`src/rtl/tmcc_sync_if.sv`:
```
// rtl/tmcc_sync_if.sv - TMCC synchroniser bit-stream input and frame-field output bundle
// Signals:
//   ce        : clock enable, nothing in the synchroniser updates while low
//   valid_raw : raw carries a demapped TMCC bit this cycle
//   raw       : hard-decision TMCC bit
//   valid_o   : one-cycle pulse, frame fields valid
//   tmcc_info : frame bits B20..B121, B20 is the MSB
//   seg_type  : frame bits B17..B19, B17 is the MSB
//   frame_odd : 1 when the frame sync was w1, 0 when w0
//   locked    : synchroniser is in LOCK
interface tmcc_sync_if;
  logic         ce;
  logic         valid_raw;
  logic         raw;
  logic         valid_o;
  logic [101:0] tmcc_info;
  logic [2:0]   seg_type;
  logic         frame_odd;
  logic         locked;

  modport master (
    output ce, valid_raw, raw,
    input  valid_o, tmcc_info, seg_type, frame_odd, locked
  );

  modport slave (
    input  ce, valid_raw, raw,
    output valid_o, tmcc_info, seg_type, frame_odd, locked
  );
endinterface

```
`src/rtl/tmcc_sync.sv`:
```
// rtl/tmcc_sync.sv - TMCC bit-level frame synchroniser (HUNT/VERIFY/LOCK)
// Ports:
//   i_clk   : system clock
//   i_rst_n : asynchronous active-low reset
//   bus     : tmcc_sync_if.slave; ce/valid_raw/raw in,
//             valid_o/tmcc_info/seg_type/frame_odd/locked out
module tmcc_sync #(
  parameter int LOCK_CNT   = 2,
  parameter int UNLOCK_CNT = 3,
  parameter int MAX_ERR    = 0
) (
  input  logic       i_clk,
  input  logic       i_rst_n,
  tmcc_sync_if.slave bus
);

  localparam logic [15:0] W0       = 16'b0011_0101_1110_1110;
  localparam logic [15:0] W1       = ~W0;
  localparam logic [7:0]  POS_SYNC = 8'd16;
  localparam logic [7:0]  POS_LAST = 8'd203;

  typedef enum logic [1:0] {ST_HUNT, ST_VERIFY, ST_LOCK} state_t;

  state_t         r_state;
  state_t         w_state_n;
  logic [15:0]    r_sr;
  logic [7:0]     r_pos;
  logic [2:0]     r_good;
  logic [2:0]     r_miss;
  logic           r_sync_ok;
  logic           r_odd_sh;
  logic [2:0]     r_seg_sh;
  logic [101:0]   r_info_sh;
  logic           r_valid;
  logic [101:0]   r_info;
  logic [2:0]     r_seg;
  logic           r_odd;
  logic           r_locked;

  logic           w_acc;
  logic [15:0]    w_sr_n;
  logic           w_m0;
  logic           w_m1;
  logic           w_match;
  logic [7:0]     w_pos_inc;
  logic [2:0]     w_good_inc;
  logic [2:0]     w_miss_inc;
  logic [7:0]     w_pos_n;
  logic [2:0]     w_good_n;
  logic [2:0]     w_miss_n;
  logic           w_sync_ok_n;
  logic           w_odd_n;
  logic           w_emit;
  logic           w_cap;

  function automatic logic [4:0] popcnt16(input logic [15:0] v);
    logic [4:0] c;
    c = 5'd0;
    for (int i = 0; i < 16; i++) c = c + {4'd0, v[i]};
    return c;
  endfunction

  assign w_acc      = bus.ce && bus.valid_raw;
  assign w_sr_n     = {r_sr[14:0], bus.raw};
  assign w_m0       = popcnt16(w_sr_n ^ W0) <= 5'(MAX_ERR);
  assign w_m1       = popcnt16(w_sr_n ^ W1) <= 5'(MAX_ERR);
  assign w_match    = w_m0 || w_m1;
  assign w_pos_inc  = (r_pos == POS_LAST) ? 8'd0 : r_pos + 8'd1;
  assign w_good_inc = r_good + 3'd1;
  assign w_miss_inc = r_miss + 3'd1;
  // Field capture only makes sense once pos tracks a frame.
  assign w_cap      = w_acc && (r_state != ST_HUNT);
  assign w_emit     = w_acc && (r_state == ST_LOCK) && (w_pos_inc == POS_LAST) && r_sync_ok;

  always_comb begin
    w_state_n   = r_state;
    w_pos_n     = r_pos;
    w_good_n    = r_good;
    w_miss_n    = r_miss;
    w_sync_ok_n = r_sync_ok;
    w_odd_n     = r_odd_sh;
    if (w_acc) begin
      case (r_state)
        ST_HUNT: begin
          if (w_match) begin
            w_pos_n  = POS_SYNC;
            w_good_n = 3'd1;
            w_odd_n  = !w_m0;    // w0 wins when both words are within tolerance
            if (LOCK_CNT == 1) begin
              w_state_n   = ST_LOCK;
              w_miss_n    = 3'd0;
              w_sync_ok_n = 1'b1;
            end else begin
              w_state_n = ST_VERIFY;
            end
          end
        end
        ST_VERIFY: begin
          w_pos_n = w_pos_inc;
          if (w_pos_inc == POS_SYNC) begin
            if (w_match) begin
              w_good_n = w_good_inc;
              w_odd_n  = !w_m0;
              if (w_good_inc == 3'(LOCK_CNT)) begin
                w_state_n   = ST_LOCK;
                w_miss_n    = 3'd0;
                w_sync_ok_n = 1'b1;
              end
            end else begin
              // The failing window is not re-tested; hunting restarts on the next bit.
              w_state_n   = ST_HUNT;
              w_good_n    = 3'd0;
              w_miss_n    = 3'd0;
              w_sync_ok_n = 1'b0;
            end
          end
        end
        ST_LOCK: begin
          w_pos_n = w_pos_inc;
          if (w_pos_inc == POS_SYNC) begin
            if (w_match) begin
              w_miss_n    = 3'd0;
              w_sync_ok_n = 1'b1;
              w_odd_n     = !w_m0;
            end else begin
              w_miss_n    = w_miss_inc;
              w_sync_ok_n = 1'b0;
              if (w_miss_inc == 3'(UNLOCK_CNT)) begin
                w_state_n = ST_HUNT;
                w_good_n  = 3'd0;
                w_miss_n  = 3'd0;
              end
            end
          end
        end
        default: w_state_n = ST_HUNT;
      endcase
    end
  end

  always_ff @(posedge i_clk or negedge i_rst_n) begin
    if (!i_rst_n) begin
      r_state <= ST_HUNT;
    end else begin
      r_state <= w_state_n;
    end
  end

  always_ff @(posedge i_clk or negedge i_rst_n) begin
    if (!i_rst_n) begin
      r_sr      <= 16'd0;
      r_pos     <= 8'd0;
      r_good    <= 3'd0;
      r_miss    <= 3'd0;
      r_sync_ok <= 1'b0;
      r_odd_sh  <= 1'b0;
      r_seg_sh  <= 3'd0;
      r_info_sh <= 102'd0;
      r_valid   <= 1'b0;
      r_info    <= 102'd0;
      r_seg     <= 3'd0;
      r_odd     <= 1'b0;
      r_locked  <= 1'b0;
    end else begin
      if (w_acc) r_sr <= w_sr_n;
      r_pos     <= w_pos_n;
      r_good    <= w_good_n;
      r_miss    <= w_miss_n;
      r_sync_ok <= w_sync_ok_n;
      r_odd_sh  <= w_odd_n;
      if (w_cap && (w_pos_inc >= 8'd17) && (w_pos_inc <= 8'd19))
        r_seg_sh <= {r_seg_sh[1:0], bus.raw};
      if (w_cap && (w_pos_inc >= 8'd20) && (w_pos_inc <= 8'd121))
        r_info_sh <= {r_info_sh[100:0], bus.raw};
      // A pulse raised just before ce drops is held until ce returns.
      if (bus.ce) r_valid <= w_emit;
      if (w_emit) begin
        r_info <= r_info_sh;
        r_seg  <= r_seg_sh;
        r_odd  <= r_odd_sh;
      end
      r_locked <= (w_state_n == ST_LOCK);
    end
  end

  assign bus.valid_o   = r_valid;
  assign bus.tmcc_info = r_info;
  assign bus.seg_type  = r_seg;
  assign bus.frame_odd = r_odd;
  assign bus.locked    = r_locked;

endmodule

```
`src/flat_wrapper.sv`:
```
// flat-port wrapper written by rule: the top's interface ports become plain ports
module tmcc_sync_flat 
#(
  parameter int LOCK_CNT   = 2,
  parameter int UNLOCK_CNT = 3,
  parameter int MAX_ERR    = 0
)
  (i_clk, i_rst_n, bus_ce, bus_valid_raw, bus_raw, bus_valid_o, bus_tmcc_info, bus_seg_type, bus_frame_odd, bus_locked);
  tmcc_sync_if bus_i ();
  input  logic i_clk;
  input  logic i_rst_n;
  input wire logic [$bits(bus_i.ce)-1:0] bus_ce;
  input wire logic [$bits(bus_i.valid_raw)-1:0] bus_valid_raw;
  input wire logic [$bits(bus_i.raw)-1:0] bus_raw;
  output wire logic [$bits(bus_i.valid_o)-1:0] bus_valid_o;
  output wire logic [$bits(bus_i.tmcc_info)-1:0] bus_tmcc_info;
  output wire logic [$bits(bus_i.seg_type)-1:0] bus_seg_type;
  output wire logic [$bits(bus_i.frame_odd)-1:0] bus_frame_odd;
  output wire logic [$bits(bus_i.locked)-1:0] bus_locked;
  assign bus_i.ce = bus_ce;
  assign bus_i.valid_raw = bus_valid_raw;
  assign bus_i.raw = bus_raw;
  assign bus_valid_o = bus_i.valid_o;
  assign bus_tmcc_info = bus_i.tmcc_info;
  assign bus_seg_type = bus_i.seg_type;
  assign bus_frame_odd = bus_i.frame_odd;
  assign bus_locked = bus_i.locked;
  tmcc_sync #(.LOCK_CNT(LOCK_CNT), .UNLOCK_CNT(UNLOCK_CNT), .MAX_ERR(MAX_ERR)) u_core (.i_clk(i_clk), .i_rst_n(i_rst_n), .bus(bus_i));
endmodule
```
`config.mk`:
```
export PLATFORM = sky130hd
export DESIGN_NAME = tmcc_sync_flat
export DESIGN_NICKNAME = d
export VERILOG_FILES = /design/src/rtl/tmcc_sync_if.sv /design/src/rtl/tmcc_sync.sv /design/src/flat_wrapper.sv
export SDC_FILE = /design/constraint.sdc
export NUM_CORES = 1
export LEC_CHECK = 0
export ABC_AREA = 0
export BUFFER_PORTS_ARGS = -buffer_cell sky130_fd_sc_hd__buf_2
export CAP_MARGIN = 5
export CORE_MARGIN = 2
export CORE_UTILIZATION = 30
export CTS_CLUSTER_SIZE = 40
export DETAILED_ROUTE_END_ITERATION = 8
export SYNTH_ARGS = -nofsm -noshare
export SYNTH_HDL_FRONTEND = slang
export SYNTH_SLANG_ARGS = --single-unit
```
`constraint.sdc`:
```
create_clock -name i_clk -period 8.45 [get_ports i_clk]
set_clock_uncertainty 0.15 [all_clocks]
set_input_delay 2.535 -clock i_clk [delete_from_list [all_inputs] [get_ports i_clk]]
set_output_delay 2.535 -clock i_clk [all_outputs]
set_load 0.01 [all_outputs]
```
# Word level (Yosys, flattened, before mapping)
# Cells that the tools add are included.
dict set report op_classes {
  bitwise_logic 2
  n_reduce_logical 21
  n_mux 35
  eq_ne 15
  n_addsub 33
  n_lt_le_gt_ge 6
}
# cell count
set ops {}
lappend ops {{adder 5 x 1 -> 5 bit} 27}
lappend ops {{2-to-1 mux 3 bit} 12}
lappend ops {{equality test 8 bit, second input constant} 2}
lappend ops {{>= comparator 8 x 5 -> 1 bit, second input constant} 2}
lappend ops {{2-to-1 mux 2 bit} 8}
lappend ops {{2-to-1 mux 8 bit} 2}
lappend ops {{one-hot mux 8 bit (2 select lines)} 1}
lappend ops {{<= comparator 5 x 1 -> 1 bit, second input constant} 2}
lappend ops {{inverter 10 bit} 1}
lappend ops {{logical AND 1 bit} 9}
lappend ops {{one-hot mux 3 bit (3 select lines)} 1}
lappend ops {{adder 8 x 1 -> 8 bit, second input constant} 1}
lappend ops {{equality test 8 x 5 -> 1 bit, second input constant} 1}
lappend ops {{<= comparator 8 x 5 -> 1 bit, second input constant} 1}
lappend ops {{<= comparator 8 x 7 -> 1 bit, second input constant} 1}
lappend ops {{2-to-1 mux 1 bit} 7}
lappend ops {{AND reduction 7 bit} 1}
lappend ops {{adder 3 x 1 -> 3 bit, second input constant} 2}
lappend ops {{equality test 3 x 2 -> 1 bit, second input constant} 2}
lappend ops {{!= test 2 x 1 -> 1 bit, second input constant} 3}
lappend ops {{!= test 2 bit, second input constant} 3}
lappend ops {{inverter 6 bit} 1}
lappend ops {{one-hot mux 2 bit (3 select lines)} 1}
lappend ops {{one-hot mux 3 bit (2 select lines)} 1}
lappend ops {{14 further kinds} 20}
dict set report word_totals {
  inputBits 5
  output_inout_bits 108
  reg_bits 246
}

# Logic depth before layout (Yosys ltp)
dict set report logic_depth {
  depth_word 23
  mapped_depth 16
  ltp_nobuf 16
}

# Worst setup path after synthesis
# Ideal clock, no wire load.
dict set report synth_timing {
  path_kind {in2reg}
  start {input port bus_raw}
  end {register u_core.r_good[0]}
  path_buffers 0
  arrival_time_ps 7376
  path_stages 14
  setup_slack_ps 797
  setup_ps 127
  required_time_ps 8173
  path_cell_list {inv_1 fa_1 fa_1 fa_1 fa_1 fa_1 ha_1 fa_1 or4_1 a21oi_1 o31ai_1 a211oi_1 nand2_1 mux2_1}
}
dict set report synth_between {
  elab_chain_len 21
}
# item line_no
set synth_lines {}
lappend synth_lines {{from (decl)} flat_wrapper.sv:14} ;# input wire logic [$bits(bus_i.raw)-1:0] bus_raw;
lappend synth_lines {{branches (longest 17 deep; another with adder 5 x 1 -> 5 bit)} -}
lappend synth_lines {{logical OR 1 bit (*)} tmcc_sync.sv:67} ;# assign w_match = w_m0 || w_m1;
lappend synth_lines {{2-to-1 mux 3 bit} tmcc_sync.sv:101} ;# if (w_match) begin
lappend synth_lines {{2-to-1 mux 3 bit} tmcc_sync.sv:100} ;# if (w_pos_inc == POS_SYNC) begin
lappend synth_lines {{one-hot mux 3 bit (3 select lines)} tmcc_sync.sv:83} ;# case (r_state)
lappend synth_lines {{to (signal assigned)} tmcc_sync.sv:167} ;# r_good <= w_good_n;
lappend synth_lines {{to (decl)} tmcc_sync.sv:28} ;# logic [2:0] r_good;
# Every way passes the cells marked *. The select of a mux whose other input is x is not followed.
# A chain may end at the register's enable or synchronous reset.

# Worst setup path after layout
# Ends and elaborated chain as after synthesis.

==> impl_metrics.ini <==
[yosys]
synth_warnings = 0
yosysUniqueCellTypes = 59
synth_edf_count = 0
synthMostInstantiatedCell = dfrtp_1
ys_seq_area_share_pct = 57.9
synth_top_area_share_pct = 57.9
syn_avg_cell_area_um2 = 13.9
synth_top_area_cell = dfrtp_1
synth_area_mm2 = 0.0106
synth_commonest_cells = 246 x dfrtp_1, 190 x mux2_2, 48 x inv_1, 31 x o21ai_0, 26 x nand2_1
synthArstFlopShare_pct = 100
synth.top_cells.by_area = dfrtp_1 58%, mux2_2 20%, fa_1 3.8%, ha_1 2.6%, mux2_1 2.5%
ys_ff_latch = 246
syn_nets = 810
synth_cells = 763
ys.flop_type = dfrtp_1

[clocking]
cts_buffers = 27
postCtsSetupRepairBufs = 0
cts.sinks = 246
worstSkewPairLatency_ps = 540
ctsHtreeMaxLevel = 1
cts.repair.resized = 0
cts_buffer_depth = 3
postCtsHoldBufs = 0
clk_pin_slew_ps = 60
root_buffer = clkbuf_16
cts_tree = yes

[global_routing]
antenna_found_initial = 0
grt_use_total_pct = 11.2
grt_pass1_wl_um = 33700
overflow = 0
grt_max_degree = 109
grt_pass1_vias = 6350

[pwr]
leakage_nw = 6.62
switchingPower_mw = 1.04
p_total_mw = 3.37
p_sw_share_pct = 30.7
peakVddDrop_v = 0.000180
p_seq_share_pct = 38.2
power.density_mw_per_mm2 = 267
clockPowerShare_pct = 35.3
p_int_mw = 2.33
combPwrFrac_pct = 26.4

[job]
cap_viol_max_count = 0

[placed_design]
place_inst = 1304
dp.final_hpwl_um = 13600
gp_congestion = 0.811
numPortBuffers = 112
postPlaceCellArea_mm2 = 0.0117
dp_worst_setup_slack_ps = 417

[finish]
fill_cells = 3354
n_antenna_cell = 0
fin_cells = 1351
fin_area_mm2 = 0.0126
drive_above_1_share_pct = 39.7
nets = 925
syn2layout_area_growth_pct = 18.4
final_util_pct = 36.3

[sta]
hold_viol_final = 0
hold_ws_ps = 328
report.final.slew_viol_count = 0
max_slew_margin_pct = 27.7
setup_viol = 0
tns_ps = 0
max_freq_mhz = 135
finalCriticalPeriod_ps = 7410
setup_slack_ps = 1040
worst_slew_pin_slew_ps = 1080
period_share_pct = 87.7
rsz0062_at_grt = false

[floorplan]
io_pins = 113
start_util_pct = 30.7
dieArea_mm2 = 0.0370
die_h_um = 192
die_w_um = 192
coreArea_mm2 = 0.0347
fp-row-count = 68

[worst_setup_path]
critical-path-top-delay-family = adder cells
required_ps = 8720
cp_common_cell = fa_1
cp_num_buf_inv = 2
slowest_stage = fa_1
timing.critical_path.cells = buf_2 > inv_1 > fa_1 > fa_1 > fa_1 > fa_1 > fa_1 > ha_1 > fa_1 > or4_1 > a21oi_1 > o31ai_1 > a211oi_1 > nand2_1 > mux2_1
critPathMaxFanout = 6
arrival_ps = 7680
criticalPathCategory = primary input to flip-flop
cp-start-kind = primary input
max_stage_delay_ps = 570
end_kind = flip-flop

[detailed_routing]
vias_per_cell = 4.59
drt-pass1-iter-count = 4
initialDrtViolationCount = 157
wirelength_um = 20400
routed-via-count = 6200
wl_per_cell_um = 15.1
ant_nets = 0
drc = 0

[outcome]
outcome = complete, no violations

[hold_path]
min_path_type = flip-flop to flip-flop
-- cells by family (layout without fill, tap and decap cells) --
kind of cell             Yosys count  after routing  synth area share (%)
AO/OA/AOI/OAI                     84             84                  5.21
XOR/XNOR                           3              3                 0.247
adder cells (fa/ha/maj)           42             42                  6.35
buffers and inverters             82            215                  3.09
flip-flops                       246            246                  57.9
multiplexers                     216            216                  22.8
AND/OR/NAND/NOR                   90             90                  4.41
-- cell usage in the layout, fill, tap and decap left out, types with 4 or more instances in the layout --
cell	n
dfrtp_1	246
mux2_2	190
buf_2	111
inv_1	48
o21ai_0	31
clkbuf_16	27
nand2_1	26
mux2_1	24
ha_1	22
fa_1	20
a21oi_1	15
nor2_1	12
nor3_1	10
clkbuf_1	9
nand3_1	7
buf_4	7
a31oi_1	5
nand2b_1	5
and3_1	4
a21o_1	4
and2_1	4
bufinv_16	4
-- worst paths after layout --
path	start	endpoint	slack (ps)	depth (start not counted)
max	bus_raw	u_core.r_good[0]	1040	15
min	u_core.r_seg_sh[2]	u_core.bus.seg_type[2]	330	1
max reg2reg	u_core.r_sr[0]	u_core.r_good[0]	2760	16
min reg2reg	u_core.r_seg_sh[2]	u_core.bus.seg_type[2]	330	1
max in group asynchronous	i_rst_n	u_core.r_info_sh[84]	4870	2
min in group asynchronous	i_rst_n	u_core.bus.tmcc_info[33]	1870	1
-- sequential cells by signal (all words and copies together) (netlist names) --
| name | flops |
|---|---|
| u_core.r_good | 3 |
| u_core.r_sync_ok | 1 |
| u_core.r_state | 2 |
| u_core.r_miss | 3 |
| u_core.r_info_sh | 102 |
| u_core.r_pos | 8 |
| u_core.r_sr | 15 |
| u_core.r_seg_sh | 3 |
| u_core.bus.seg_type | 3 |
| u_core.bus.tmcc_info | 102 |
| u_core.r_odd_sh | 1 |
| u_core.bus.valid_o | 1 |
| u_core.bus.locked | 1 |
| u_core.bus.frame_odd | 1 |
-- power groups by stage --
stage | combinational (mW) | clock [mW] | sequential, mW
3_5_place_dp | 0.907 | 0 | 1.31
5_1_grt | 1.03 | 1.29 | 1.30
4_1_cts | 0.909 | 1.24 | 1.29
2_1_floorplan | 0.685 | 0 | 1.28
6_report | 0.891 | 1.19 | 1.29
3_3_place_gp | 0.862 | 0 | 1.31
-- per-layer routing --
layer	part of all wire [%]	vias up	routed length, um	GRT usage [%]
met4	2.7	0	546	4.14
met2	47	96	9530	17.8
li1	-	2910	-	-
met5	0	-	0	0
met3	4.7	27	966	2.55
met1	46	3167	9400	15.0
-- final cells by class --
| type | count | area, um2 | area share [%] |
|---|---|---|---|
| clock buffers | 39 | 751 | 5.96 |
| clock inverters | 8 | 146 | 1.16 |
| inverters | 49 | 184 | 1.46 |
| multi-input cells | 435 | 4170 | 33.1 |
| flip-flops and latches | 246 | 6160 | 48.9 |
| well taps | 455 | 569 | 4.52 |
| repair buffers | 119 | 623 | 4.95 |
Note: power is estimated with default switching activity, not from simulation.
